$ cat src/rtl/quad_enc_pkg.sv
// Shared types and helpers for the quadrature encoder front end:
// tracker state encoding, Gray-code step constants and step classification.
package quad_enc_pkg;

  typedef enum logic {
    INIT  = 1'b0,
    TRACK = 1'b1
  } enc_state_t;

  localparam logic [1:0] AB_00 = 2'b00;
  localparam logic [1:0] AB_01 = 2'b01;
  localparam logic [1:0] AB_11 = 2'b11;
  localparam logic [1:0] AB_10 = 2'b10;

  typedef struct packed {
    logic valid;    // exactly one phase changed
    logic dir;      // 1 = up, 0 = down (meaningful only when valid)
    logic illegal;  // both phases changed at once
  } step_t;

  // Up order is 00 -> 01 -> 11 -> 10 -> 00; any other single-bit change is a down step.
  function automatic step_t step_dir(input logic [1:0] prev, input logic [1:0] cur);
    step_t      s;
    logic [1:0] up_next;
    s = '0;
    case (prev)
      AB_00:   up_next = AB_01;
      AB_01:   up_next = AB_11;
      AB_11:   up_next = AB_10;
      default: up_next = AB_00;
    endcase
    if ((cur ^ prev) == 2'b11) begin
      s.illegal = 1'b1;
    end else if (cur != prev) begin
      s.valid = 1'b1;
      s.dir   = (cur == up_next);
    end
    return s;
  endfunction

endpackage

$ cat src/rtl/debounce_filter.sv
// One-bit 2-FF synchronizer followed by a run-length filter: the output takes a
// new level only after DEB_CYCLES consecutive synchronized samples disagree with it.
module debounce_filter #(
  parameter int DEB_CYCLES = 4
) (
  input  logic clk,
  input  logic rst,
  input  logic din,
  output logic dout
);

  localparam int CW = $clog2(DEB_CYCLES + 1);

  logic          sync1;
  logic          sync2;
  logic [CW-1:0] run_cnt;

  // NOTE: state registers use non-blocking assignments so every flop samples
  // the pre-edge value of its neighbours; blocking here would collapse the sync chain.
  always_ff @(posedge clk) begin
    if (rst) begin
      sync1   <= 1'b0;
      sync2   <= 1'b0;
      run_cnt <= '0;
      dout    <= 1'b0;
    end else begin
      sync1 <= din;
      sync2 <= sync1;
      if (sync2 == dout) begin
        run_cnt <= '0;
      end else if (run_cnt == CW'(DEB_CYCLES - 1)) begin
        dout    <= sync2;
        run_cnt <= '0;
      end else begin
        run_cnt <= run_cnt + 1'b1;
      end
    end
  end

endmodule

$ cat src/rtl/quad_encoder_front_end.sv
// Quadrature encoder front end: debounced A/B/index, Gray-code step decode into
// count-enable pulses with direction, and index-triggered preset load.
module quad_encoder_front_end
  import quad_enc_pkg::*;
#(
  parameter int Nbits      = 4,
  parameter int DEB_CYCLES = 4,
  parameter int DECODE_X4  = 1
) (
  input  logic             clk,
  input  logic             rst,
  input  logic             enc_a,
  input  logic             enc_b,
  input  logic             enc_i,
  input  logic             idx_en,
  input  logic [Nbits-1:0] preset,
  output logic             ena,
  output logic             UpDwn,
  output logic             Load,
  output logic [Nbits-1:0] Data,
  output logic             err
);

  // INIT waits until the filters have had time to settle on the real pin levels.
  localparam int INIT_LEN = DEB_CYCLES + 3;
  localparam int IW       = $clog2(INIT_LEN);

  logic             filt_a, filt_b, filt_i;
  logic [1:0]       cur_ab;
  logic             idx_d;
  enc_state_t       state, state_n;
  logic [IW-1:0]    init_cnt, init_cnt_n;
  logic [1:0]       prev_ab, prev_ab_n;
  logic             ena_n, updwn_n, load_n, err_n;
  logic [Nbits-1:0] data_n;
  logic             load_fire;
  step_t            step;

  debounce_filter #(.DEB_CYCLES(DEB_CYCLES)) u_filt_a (.clk(clk), .rst(rst), .din(enc_a), .dout(filt_a));
  debounce_filter #(.DEB_CYCLES(DEB_CYCLES)) u_filt_b (.clk(clk), .rst(rst), .din(enc_b), .dout(filt_b));
  debounce_filter #(.DEB_CYCLES(DEB_CYCLES)) u_filt_i (.clk(clk), .rst(rst), .din(enc_i), .dout(filt_i));

  assign cur_ab = {filt_a, filt_b};

  // NOTE: every variable driven here gets a default first, so no path can
  // leave one unassigned and infer a latch.
  always_comb begin
    state_n    = state;
    init_cnt_n = init_cnt;
    prev_ab_n  = prev_ab;
    ena_n      = 1'b0;
    err_n      = 1'b0;
    load_n     = 1'b0;
    updwn_n    = UpDwn;
    data_n     = Data;
    load_fire  = 1'b0;
    step       = step_dir(prev_ab, cur_ab);
    case (state)
      INIT: begin
        if (init_cnt == IW'(INIT_LEN - 1)) begin
          state_n   = TRACK;
          prev_ab_n = cur_ab;
        end else begin
          init_cnt_n = init_cnt + 1'b1;
        end
      end
      TRACK: begin
        load_fire = idx_en & filt_i & ~idx_d;
        if (step.valid) begin
          prev_ab_n = cur_ab;
          updwn_n   = step.dir;
          // Index load takes priority over the count pulse; direction still tracks.
          ena_n     = ((DECODE_X4 != 0) || (cur_ab == AB_00)) && !load_fire;
        end
        if (step.illegal) begin
          prev_ab_n = cur_ab;
          err_n     = 1'b1;
        end
        if (load_fire) begin
          load_n = 1'b1;
          data_n = preset;
        end
      end
      default: state_n = INIT;
    endcase
  end

  always_ff @(posedge clk) begin
    if (rst) begin
      state    <= INIT;
      init_cnt <= '0;
      prev_ab  <= AB_00;
      idx_d    <= 1'b0;
      ena      <= 1'b0;
      UpDwn    <= 1'b0;
      Load     <= 1'b0;
      Data     <= '0;
      err      <= 1'b0;
    end else begin
      state    <= state_n;
      init_cnt <= init_cnt_n;
      prev_ab  <= prev_ab_n;
      idx_d    <= filt_i;
      ena      <= ena_n;
      UpDwn    <= updwn_n;
      Load     <= load_n;
      Data     <= data_n;
      err      <= err_n;
    end
  end

endmodule
$ cat config.mk
export PLATFORM = sky130hd
export DESIGN_NAME = quad_encoder_front_end
export DESIGN_NICKNAME = d
export VERILOG_FILES = /design/src/rtl/quad_enc_pkg.sv /design/src/rtl/debounce_filter.sv /design/src/rtl/quad_encoder_front_end.sv
export SDC_FILE = /design/constraint.sdc
export NUM_CORES = 1
export LEC_CHECK = 0
export ABC_AREA = 1
export BUFFER_PORTS_ARGS = -buffer_cell sky130_fd_sc_hd__buf_2
export CAP_MARGIN = 20
export CELL_PAD_IN_SITES_DETAIL_PLACEMENT = 1
export CELL_PAD_IN_SITES_GLOBAL_PLACEMENT = 1
export CORE_AREA = 2 2 60 62
export DETAILED_ROUTE_END_ITERATION = 10
export DIE_AREA = 0 0 62 64
export GPL_TIMING_DRIVEN = 0
export PLACE_DENSITY = 0.71
export SLEW_MARGIN = 5
export SYNTH_ARGS = -nofsm -noshare
export SYNTH_HDL_FRONTEND = slang
export SYNTH_SLANG_ARGS = --single-unit
$ cat constraint.sdc
create_clock -name clk -period 1.82 [get_ports clk]
set_input_delay 0.273 -clock clk [delete_from_list [all_inputs] [get_ports clk]]
set_output_delay 0.273 -clock clk [all_outputs]
set_load 0.02 [all_outputs]
==> out/qor.tcl <==
set qor(detail-route-antenna-nets) 0
set qor(drc_errors) 0
set qor(ys_seq_area_share_pct) 51.11
set qor(clk_skew_ns) 0.005764
set qor(regToRegSetupSlack_ns) 0.23
set qor(vias) 1034
set qor(setup_viol) 0
set qor(critPathRequiredTime_ns) 2.05
set qor(final_critical_path_setup_slack_ns) 0.2294
set qor(detail_route.first_pass.iterations) 4
set qor(total_leakage_power_nw) 0.6931
set qor(dp.final_hpwl_um) 1907
set qor(synth.top_cells.by_area) {dfxtp_1 (51%), ha_1 (9.7%), nor2_1 (8.1%), inv_1 (7.8%), a21oi_1 (5.0%)}
set qor(initial_antenna_violation_count) 0
set qor(worstSetupEndpointType) {flop}
set qor(tightestPinTransition_ns) 0.2846
set qor(synth_area_mm2) 0.001292
set qor(place_worst_setup_slack_ns) 0.2122
set qor(floorplan.initialDensity_pct) 39.35
set qor(cts-buffers-inserted) 5
set qor(postSynthAreaPerCell_um2) 8.393
set qor(worst_ir_drop_vdd_mv) 0.4040
set qor(critPathLaunchType) {flop}
set qor(drt_wl_total_um) 2463
set qor(grt_first_pass_wirelength_um) 4512
set qor(switching_power_as_a_share_of_total_power_pct) 23.23
set qor(holdCritPathClass) {in -> reg}
set qor(met3_length_um) 89
set qor(post-route-min-period_ns) 1.591
set qor(rows) 21
set qor(met1_routed_wirelength_after_detailed_routing_um) 1045
set qor(total_neg_setup_slack_ns) 0
set qor(cts.htree.levels) 2
set qor(critical_path.slowest_cell) {dfxtp_1}
set qor(layout_commonest_cell) {dfxtp_1}
set qor(routed_via_density) 4.596
set qor(clk_transition_reported_paths_ns) 0.09
set qor(clock-sinks) 33
set qor(r2r_end) {prev_ab[0]}
set qor(hold-path-cell-count) 3
set qor(r2r_cells) 8
set qor(maximum_number_of_pins_on_one_net_before_global_route_repair) 11
set qor(cts-hold-fix-buffers) 0
set qor(routed-wl-met2_um) 1287
set qor(die_height_um) 64
set qor(status) {complete, no violations}
set qor(synthCells) 154
set qor(global_route.usage.total_pct) 15.74
set qor(most-common-layout-cells) {dfxtp_1 (33), nor2_1 (28), inv_1 (27), buf_2 (19)}
set qor(antenna_cells) 0
set qor(place.gp.congestion) 0.7204
set qor(number_of_global_route_vias_before_repair) 1103
set qor(die_w_um) 62
set qor(dieArea_mm2) 0.003968
set qor(power.switching_uw) 279.9
set qor(final_design_area_no_fill_mm2) 0.001484
set qor(cts.repair_timing.setup_buffer_count) 0
set qor(comb_power_share_pct) 6.0
set qor(grt_overflow) 0
set qor(post_route_cells_drive_above_1_share_pct) 16.76
set qor(synth_fp_nets) 174
set qor(cp_data_arrival_time_ns) 1.82
set qor(power_report.internal_total_uw) 925.1
set qor(post_drt_wl_per_cell_um) 10.95
set qor(worst_hold_slack_ns) 0.1470
set qor(criticalPathCategory) {reg -> reg}
set qor(cts_repair_resize_count) 0
set qor(seq_power_share_pct) 62.5
set qor(ys_ff_latch) 33
set qor(design.final.nets) 198
set qor(boundaryPins) 18
set qor(worst_hold_end) {u_filt_i.sync1}
set qor(dpl_cell_area_mm2) 0.001435
set qor(critical_path_peak_fanout) 7
set qor(setup_repair_after_global_routing_missed_its_margin) {false}
set qor(yosys_warnings) 0
set qor(cp_common_cell) {inv_1}
set qor(crit_chain) {xor2_1 -> inv_1 -> ha_1 -> inv_1 -> nand3_1 -> nand2_2 -> o21ai_0 -> nor2_1}
set qor(fmax_mhz) 628.7
set qor(post_synth_num_cell_types) 19
set qor(maxUsedRoutingLayer) {met4}
set qor(max-clock-path-buffers) 2
set qor(tritoncts) {built}
set qor(clk_lat_worst_skew_ns) 0.33
set qor(root_buffer) {clkbuf_4}
set qor(drt_iter0_drc) 17
set qor(share_clk_of_total_power_pct) 31.5
set qor(synth_to_layout_area_growth_pct) 14.81
set qor(slew_headroom_pct) 80.94
set qor(final_max_slew_viol_count) 0
set qor(io_buffer_count) 17
set qor(fin_crit_sh_pct) 87.40
set qor(hold_start) {enc_i}
set qor(yosys.area.top_type_share_pct) 51.11
set qor(final_hold_viol_count) 0
set qor(worst_path_largest_cell_delay_ns) 0.48
set qor(fp.coreArea_mm2) 0.003284
set qor(max_cap_violations) 0
set qor(synth_top_cell_by_area) {dfxtp_1}
set qor(regToRegStartpoint) {u_filt_b.dout}
set qor(cellPowerDensity_mw_per_mm2) 812.1
-- cell families (layout without fill, tap and decap cells) --
family	Yosys count	in the layout	share of synthesized area, %
buf+inv	32	57	10.07
flops	33	33	51.11
simple gates	52	52	17.23
compound gates	24	24	9.873
xor+xnor	3	3	2.033
fa+ha+maj	10	10	9.681
-- layer usage --
metal / up-vias / GRT usage (%)
met5: - / 0
met4: 0 / 8.777
met3: 4 / 5.061
met2: 14 / 26.56
met1: 490 / 16.48
li1: 526 / -
-- cell type report --
type,instances,area [um^2]
well taps,46,57.56
multi-input cells,89,501.7
flip-flops and latches,33,660.6
plain buffers,3,21.27
clock buffers,8,48.80
repair buffers,17,85.08
fillers,427,1800
inverters,29,108.9
-- worst max path at each step --
stage	cells past startpoint	startpoint	endpoint	slack, ns
6_report	8	u_filt_b.dout	prev_ab[0]	0.23
5_1_grt	9	u_filt_b.dout	prev_ab[1]	0.04
4_1_cts	8	u_filt_b.dout	prev_ab[0]	0.20
3_5_place_dp	8	u_filt_b.dout	prev_ab[0]	0.21
3_3_place_gp	9	u_filt_b.dout	prev_ab[0]	0.32
2_1_floorplan	9	u_filt_b.dout	prev_ab[1]	0.42
-- registers in the layout, indices dropped and copies added, names as in the netlist, 2 cells and up --
register and flops:
Data 4, init_cnt 3, prev_ab 2, u_filt_a.run_cnt 3
u_filt_b.run_cnt 3, u_filt_i.run_cnt 3
-- worst max-delay path: cells and delay by family, from the launching register on --
family | cells | cell delay [ns]
XOR/XNOR | 1 | 0.22
AO/OA/AOI/OAI | 1 | 0.18
flip-flops | 1 | 0.48
adder cells (fa/ha/maj) | 1 | 0.29
buffers and inverters | 2 | 0.11
AND/OR/NAND/NOR | 3 | 0.21
-- through the flow --
stage | cells | utilization (%) | power [mW]
CTS | 225 | 45.18 | 1.232
floorplan | 154 | - | 0.8181
detailed placement | 217 | 43.70 | 0.8443
finish | 225 | 45.18 | 1.205
global route | 225 | 45.18 | 1.282
global placement | 217 | 43.70 | 0.8380
-- power by group through the flow --
stage / logic (mW) / clock network, mW / registers, mW
floorplan: 0.0513 / 0 / 0.767
global placement: 0.0695 / 0 / 0.768
detailed placement: 0.0743 / 0 / 0.770
CTS: 0.0747 / 0.404 / 0.753
global route: 0.0873 / 0.438 / 0.756
finish: 0.0726 / 0.379 / 0.753
-- Yosys cell counts (all sizes together) --
cell type / n
o211ai: 3
dfxtp: 33
ha: 10
buf: 3
nand3: 6
nor3: 2
o21ai: 8
xor2: 2
inv: 29
a21oi: 13
xnor2: 1
nor2: 29
nand2: 15
Power figures use the tool's default switching activity.
